==> src/rtl/demux_pkg.sv <==
// Shared definitions for the 1:N stream demultiplexer.
package demux_pkg;

  typedef enum logic [1:0] {
    ST_IDLE = 2'd0,
    ST_FWD  = 2'd1,
    ST_DROP = 2'd2
  } state_t;

  // Ceiling log2 with a floor of 1, so that a 2-channel demux still has a select bit.
  function automatic int unsigned clog2(input int unsigned v);
    int unsigned r;
    r = 0;
    for (int unsigned i = 0; i < 32; i++) begin
      if ((64'd1 << i) < 64'(v)) r = i + 1;
    end
    return (r == 0) ? 1 : r;
  endfunction

endpackage

==> src/rtl/demux_out_slot.sv <==
// One-entry registered output slot: loads a beat, holds it until the consumer takes it.
module demux_out_slot #(
  parameter int DATA_WIDTH = 8
) (
  input  logic                  clk,
  input  logic                  rst_n,
  input  logic                  load,
  input  logic [DATA_WIDTH-1:0] beat_data,
  input  logic                  beat_last,
  input  logic                  ready,
  output logic [DATA_WIDTH-1:0] data,
  output logic                  last,
  output logic                  valid
);

  // Load wins over drain so a pass-through consumer sees back-to-back beats.
  always_ff @(posedge clk or negedge rst_n) begin
    if (!rst_n) begin
      data  <= '0;
      last  <= 1'b0;
      valid <= 1'b0;
    end else if (load) begin
      data  <= beat_data;
      last  <= beat_last;
      valid <= 1'b1;
    end else if (ready) begin
      last  <= 1'b0;
      valid <= 1'b0;
    end
  end

endmodule

==> src/rtl/stream_demux_1_n.sv <==
// 1:N packet demultiplexer: channel latched on the first beat, held until Last.
module stream_demux_1_n
  import demux_pkg::*;
#(
  parameter  int DATA_WIDTH   = 8,
  parameter  int NUM_CHANNELS = 8,
  parameter  int COUNT_WIDTH  = 16,
  localparam int SEL_WIDTH    = clog2(NUM_CHANNELS)
) (
  input  logic                               Clock_In,
  input  logic                               Reset_N_In,
  input  logic                               Enable_In,
  input  logic [DATA_WIDTH-1:0]              Data_In,
  input  logic                               Valid_In,
  input  logic                               Last_In,
  input  logic [SEL_WIDTH-1:0]               Select_In,
  output logic                               Ready_Out,
  output logic [NUM_CHANNELS*DATA_WIDTH-1:0] Data_Out,
  output logic [NUM_CHANNELS-1:0]            Valid_Out,
  output logic [NUM_CHANNELS-1:0]            Last_Out,
  input  logic [NUM_CHANNELS-1:0]            Ready_In,
  output logic                               Busy_Out,
  output logic                               Error_Out,
  output logic [COUNT_WIDTH-1:0]             Drop_Count_Out
);

  state_t                  state, state_nxt;
  logic [SEL_WIDTH-1:0]    chan_q, chan_nxt;
  logic [NUM_CHANNELS-1:0] slot_free;
  logic [NUM_CHANNELS-1:0] load;
  logic                    sel_oob;
  logic                    free_sel;
  logic                    free_chan;
  logic                    start_drop;

  assign slot_free = ~Valid_Out | Ready_In;
  assign sel_oob   = 32'(Select_In) >= 32'(NUM_CHANNELS);
  assign Busy_Out  = (state != ST_IDLE);

  // Per-channel lookup avoids indexing past N when N is not a power of two.
  always_comb begin
    free_sel  = 1'b0;
    free_chan = 1'b0;
    for (int unsigned c = 0; c < NUM_CHANNELS; c++) begin
      if (Select_In == SEL_WIDTH'(c)) free_sel  = slot_free[c];
      if (chan_q    == SEL_WIDTH'(c)) free_chan = slot_free[c];
    end
  end

  // Next-state, handshake and per-channel load decode.
  always_comb begin
    state_nxt  = state;
    chan_nxt   = chan_q;
    Ready_Out  = 1'b0;
    load       = '0;
    start_drop = 1'b0;
    unique case (state)
      ST_IDLE: begin
        Ready_Out = Enable_In & (sel_oob | free_sel);
        if (Valid_In && Ready_Out) begin
          if (sel_oob) begin
            start_drop = 1'b1;
            if (!Last_In) state_nxt = ST_DROP;
          end else begin
            chan_nxt = Select_In;
            load     = NUM_CHANNELS'(1) << Select_In;
            if (!Last_In) state_nxt = ST_FWD;
          end
        end
      end
      ST_FWD: begin
        Ready_Out = free_chan;
        if (Valid_In && Ready_Out) begin
          load = NUM_CHANNELS'(1) << chan_q;
          if (Last_In) state_nxt = ST_IDLE;
        end
      end
      ST_DROP: begin
        Ready_Out = 1'b1;
        if (Valid_In && Last_In) state_nxt = ST_IDLE;
      end
      default: state_nxt = ST_IDLE;
    endcase
  end

  // State register and latched channel.
  always_ff @(posedge Clock_In or negedge Reset_N_In) begin
    if (!Reset_N_In) begin
      state  <= ST_IDLE;
      chan_q <= '0;
    end else begin
      state  <= state_nxt;
      chan_q <= chan_nxt;
    end
  end

  // Error pulse and saturating count, one event per dropped packet.
  always_ff @(posedge Clock_In or negedge Reset_N_In) begin
    if (!Reset_N_In) begin
      Error_Out      <= 1'b0;
      Drop_Count_Out <= '0;
    end else begin
      Error_Out <= start_drop;
      if (start_drop && (Drop_Count_Out != '1)) Drop_Count_Out <= Drop_Count_Out + 1'b1;
    end
  end

  for (genvar c = 0; c < NUM_CHANNELS; c++) begin : g_slot
    demux_out_slot #(
      .DATA_WIDTH(DATA_WIDTH)
    ) u_slot (
      .clk      (Clock_In),
      .rst_n    (Reset_N_In),
      .load     (load[c]),
      .beat_data(Data_In),
      .beat_last(Last_In),
      .ready    (Ready_In[c]),
      .data     (Data_Out[c*DATA_WIDTH +: DATA_WIDTH]),
      .last     (Last_Out[c]),
      .valid    (Valid_Out[c])
    );
  end

endmodule

==> config.mk <==
export PLATFORM = sky130hd
export DESIGN_NAME = stream_demux_1_n
export DESIGN_NICKNAME = d
export VERILOG_FILES = /design/src/rtl/demux_pkg.sv /design/src/rtl/demux_out_slot.sv /design/src/rtl/stream_demux_1_n.sv
export SDC_FILE = /design/constraint.sdc
export NUM_CORES = 1
export LEC_CHECK = 0
export ABC_AREA = 1
export BUFFER_PORTS_ARGS = -buffer_cell sky130_fd_sc_hd__buf_2
export CAP_MARGIN = 5
export CORE_AREA = 2 2 104 106
export DETAILED_ROUTE_END_ITERATION = 12
export DIE_AREA = 0 0 106 108
export PLACE_DENSITY_LB_ADDON = 0.12
export SETUP_SLACK_MARGIN = 0.4
export SLEW_MARGIN = 25
export SYNTH_ARGS = -nofsm -noshare
export SYNTH_HDL_FRONTEND = slang
export SYNTH_SLANG_ARGS = --single-unit
export TNS_END_PERCENT = 5
==> constraint.sdc <==
create_clock -name Clock_In -period 2.1 [get_ports Clock_In]
set_input_delay 0.42 -clock Clock_In [delete_from_list [all_inputs] [get_ports Clock_In]]
set_output_delay 0.42 -clock Clock_In [all_outputs]
set_load 0.05 [all_outputs]
* Yosys cells after proc, flatten, opt, wreduce, memory -nomap -nowiden
Index checks and enable logic that the tools add are counted.
Operators by class: equal/unequal tests 21, shift operators 2, mux-type cells 50, bitwise operators 3, reductions and logical operators 17
Operators with widths (number):
- $mux W1 | 40
- $eq A3 B3 Y1 const B | 8
- $reduce_bool A2 Y1 | 9
- $mux W8 | 2
- $pmux W8 S2 | 1
- $shl A1 B3 Y8 const A | 2
- $eq A3 B2 Y1 const B | 4
- $mux W2 | 5
- $ne A2 B2 Y1 const B | 5
- $not A8 Y8 | 1
- $or A8 B8 Y8 | 1
- $eq A3 B1 Y1 const B | 2
- $logic_not A3 Y1 | 2
- $pmux W2 S3 | 1
- $reduce_and A5 Y1 | 1
- $logic_and A1 B1 Y1 | 3
- $pmux W1 S3 | 1
- $eq A2 B1 Y1 const B | 1
- $eq A2 B2 Y1 const B | 1
- $logic_not A2 Y1 | 1
- $reduce_and A2 Y1 | 1
- $and A1 B1 Y1 | 1
Storage, ports and cells: bits in registers 85, output and inout port bits 99, word-level logic and storage cells 119

* Longest topological paths before layout
depth after elaboration 15, mapped depth 14

* Modules after synthesis
From an unflattened synthesis, not the netlist that was laid out.
Second synthesis, totals: cell total of the unflattened synthesis 459, area total of the unflattened synthesis 3824.9 um^2
Modules (own cells, without submodules):
- demux_out_slot | times used 8, cells an instance 42, area each 385.4 um^2, seq. area each 250.2 um^2
- stream_demux_1_n | times used 1, cells an instance 123, area each 742.0 um^2, seq. area each 100.1 um^2

* Worst setup path before layout
No wires, ideal clock.
path type register to output, from register state[0], to output port Ready_Out, arrival time 1560 ps, slack 120 ps, cell stages (with the launch flop) 6, path buffers 0, cell sequence dfrtp_1 -> inv_1 -> nand2_1 -> nor2_4 -> nand2_4 -> nand2_1
Between the ends: word-level cells in the longest chain between the ends 2, elaborated cells on any way between the ends 4, those cells by class 2 x eq/ne; 1 x mux; 1 x reduce/logical
RTL lines:
- start: declaration | RTL line stream_demux_1_n.sv:27 | state_t state, state_nxt;
- start signal: assignment | RTL line stream_demux_1_n.sv:92 | state <= state_nxt;
- $eq A2 B2 Y1, or another cell as far along | RTL line stream_demux_1_n.sv:57 | unique case (state)
- $pmux W1 S3 * | RTL line stream_demux_1_n.sv:57
- end: declaration | RTL line stream_demux_1_n.sv:17 | output logic Ready_Out,
Mark *: on every way between the ends. The rest lies on a longest branch, timed or not.

* Final worst setup path
from register chan_q[2], to output port Ready_Out
Between the ends: word-level cells in the longest chain between the ends 10, elaborated cells on any way between the ends 17, those cells by class 7 x eq/ne; 9 x mux; 1 x reduce/logical
RTL lines:
- start: declaration | RTL line stream_demux_1_n.sv:28 | logic [SEL_WIDTH-1:0] chan_q, chan_nxt;
- start signal: assignment | RTL line stream_demux_1_n.sv:93 | chan_q <= chan_nxt;
- $logic_not A3 Y1 | RTL line stream_demux_1_n.sv:46 | if (chan_q == SEL_WIDTH'(c)) free_chan = slot_free[c];
- $mux W1 (7 in a row) | RTL line stream_demux_1_n.sv:46
- $mux W1 * | RTL line stream_demux_1_n.sv:46
- $pmux W1 S3 * | RTL line stream_demux_1_n.sv:57
Marked as above.

==> run_results.csv <==
group,metric,value,unit
routing,drc,0,
sta,setup_ws,-0.0601,ns
synthesis,synth.ff_latch_count,84,
sta,clock_skew,0.0134,ns
final_layout,fin_util,52.7,%
grt,top_usage_layer,"met2",
grt,overflow,0,
setup_path,critPathCaptureType,"output pin",
clocking,clkLatencyLatePin,0.37,ns
power,ir_worst_vdd,0.000887,V
placed_design,dp_hpwl,8100,um
routing,via_per_inst,4.86,
sta,slew_violations,0,
final_layout,num-nets-final,634,
final_layout,most-common-layout-cells,"166 x nand2_1, 103 x buf_2, 80 x dfrtp_1",
floorplan,die_h,108,um
final_layout,diodes,0,
routing,firstDrtPassIters,6,
sta,worstMarginPinSlew,0.551,ns
floorplan,die-width,106,um
synthesis,synth-warning-count,0,
routing,wl_per_cell,15.7,um
grt,grtUsageMet2,32.1,%
floorplan,core_area,10200,um2
placed_design,placed_cell_area,4840,um2
floorplan,rows,37,
floorplan,io_pins,123,
floorplan,dieArea,11400,um2
final_layout,area_delta_synth_final,27.4,%
grt,grt_antenna_before_repair,0,
clocking,cts_tree,"done",
clocking,clock_sinks,84,
sta,slew_headroom,63.3,%
run_status,status,"complete, but fails checks",
synthesis,avgSynthCellArea,8.47,um2
floorplan,start_util,41.4,%
sta,grt_setup_unrepaired,"yes",
setup_path,critPathKind,"reg2out",
setup_path,cp_data_arrival_time,1.74,ns
grt,grt_pass1_wl,18800,um
setup_path,critPathLaunchType,"register",
setup_path,required,1.68,ns
power,leakagePower,0.00301,uW
sta,tns,-0.0601,ns
final_layout,final_common_cell,"nand2_1",
grt,gr-usage-met3,4.52,%
clocking,cts-root-buf,"clkbuf_8",
synthesis,syn-cell-area,4230,um2
power,p_per_area,1640,nW/um2
flow_run,maxCapViolations,0,
synthesis,synth_seq_area_share,49.7,%
run_status,violations,"setup timing",
grt,grt_max_degree,44,
synthesis,ys_types,29,
routing,first_iter_violations,160,
sta,final-setup-viol-count,1,
sta,fmax,0.463,GHz
routing,wl,11800,um
sta,period_share,103,%
final_layout,finalInstanceArea,5390,um2
routing,vias,3653,
synthesis,synth_top_area_share,49.7,%
synthesis,synth.area.top_cells,"dfrtp_1 50%, nand2_1 15%, nand3_1 10%",
final_layout,drive_gt1_share,35.8,%
sta,hold_violations,0,
setup_path,critPathMaxFanout,6,
grt,grt_pass1_vias,3471,
clocking,cts_buffers,9,
sta,fin_crit,2.16,ns
synthesis,synthCells,500,
grt,grtUsageTotal,21.3,%
routing,ant_nets,0,
worst_hold_path,hold_class,"in2reg",
grt,grt_util_met1,31.1,%
synthesis,synth_top_area_cell,"dfrtp_1",
clocking,htree_levels,3,
placed_design,gp_congestion,0.874,
placed_design,port_buffers,105,
clocking,path_clk_slew,0.08,ns
clocking,clk_path_buf_depth,2,
[logic make-up (layout without fill, tap and decap cells)]
family                 Yosys count  count (layout)  share of synthesized area [%]
AO/OA/AOI/OAI                    7               7                           1.95
AND/OR/NAND/NOR                320             321                           36.7
other                            1              17                         0.0886
flip-flops                      84              84                           49.7
buffers and inverters           88             186                           11.6
[sequential cells by signal, summed over array words and instances, names as in the netlist]
signal	flops
chan_q	3
state	1
g_slot.u_slot.data	64
g_slot.u_slot.valid	8
g_slot.u_slot.last	8
[stage by stage]
step,hold slack [ns],std cells,setup WS [ns],total power [uW]
after floorplan,0.124,516,0.341,6080
after global placement,0.353,722,0.00855,7030
after detailed placement,0.354,722,0.0356,7080
after CTS,0.327,747,-0.0557,8660
after global routing,0.329,751,-0.155,9280
final,0.334,751,-0.0601,8820
[metal layers]
| layer | vias to the layer above | share of wire (%) | wire length [um] |
|---|---|---|---|
| li1 | 1775 | - | - |
| met1 | 1758 | 46 | 5460 |
| met3 | 10 | 6.9 | 821 |
| met2 | 110 | 46 | 5440 |
| met5 | - | 0 | 0 |
| met4 | 0 | 0.85 | 101 |
[synth_stat cells (all sizes together)]
cell and instances:
dfrtp 84, nor2 23, nand2 181, nand3b 4, nor4 3, conb 1, inv 30, o21ai 6
nor3 4, or2 1, clkbuf 10, o211ai 1, nand3 95, buf 48, nand4 9
[critical path: stages, from the launching register on]
cell     delay [ns]
dfrtp_2        0.50
buf_6          0.17
nand4_1        0.08
nand2_1        0.06
inv_1          0.06
nand3_2        0.07
nand2_2        0.08
nand3_4        0.07
nand2_2        0.08
nand2_4        0.06
buf_8          0.15
[where the power goes]
| group | leakage [uW] | switching (uW) | internal, uW | total, uW |
|---|---|---|---|---|
| registers | 0.00108 | 458 | 2270 | 2730 |
| logic | 0.00182 | 3540 | 1270 | 4810 |
| clock network | 0.000104 | 608 | 678 | 1290 |
| total | 0.00301 | 4610 | 4210 | 8820 |
[area by class of cell]
cell class                 count  area (um2)
fill                        1029        4840
clock buffer                  11         131
tap                          136         170
inverter                      30         125
timing repair buffer         140         880
clock inverter                 5        85.1
multi-input combinational    345        1890
sequential                    84        2110
[what timing repair did]
item,CTS,global route
pin swaps,6,19
setup endpoints to repair,81,82
endpoints found under the hold margin,22,0
gates resized for setup,35,23
cloned,1,1
hold buffers,1,0
setup buffers,7,3
[final timing paths]
kind | slack, ns | end | cells past startpoint | from
max in group asynchronous | 0.99 | g_slot[3].u_slot.data[6] | 3 | Reset_N_In
worst max register to register | 0.02 | g_slot[1].u_slot.data[4] | 14 | chan_q[2]
min in group asynchronous | 0.49 | g_slot[1].u_slot.data[3] | 2 | Reset_N_In
worst max-delay path | -0.06 | Ready_Out | 10 | chan_q[2]
worst min register to register | 0.50 | g_slot[5].u_slot.data[2] | 2 | g_slot[5].u_slot.data[2]
worst min-delay path | 0.33 | g_slot[4].u_slot.last | 4 | Ready_In[4]
Note: power is estimated with default switching activity, not from simulation.
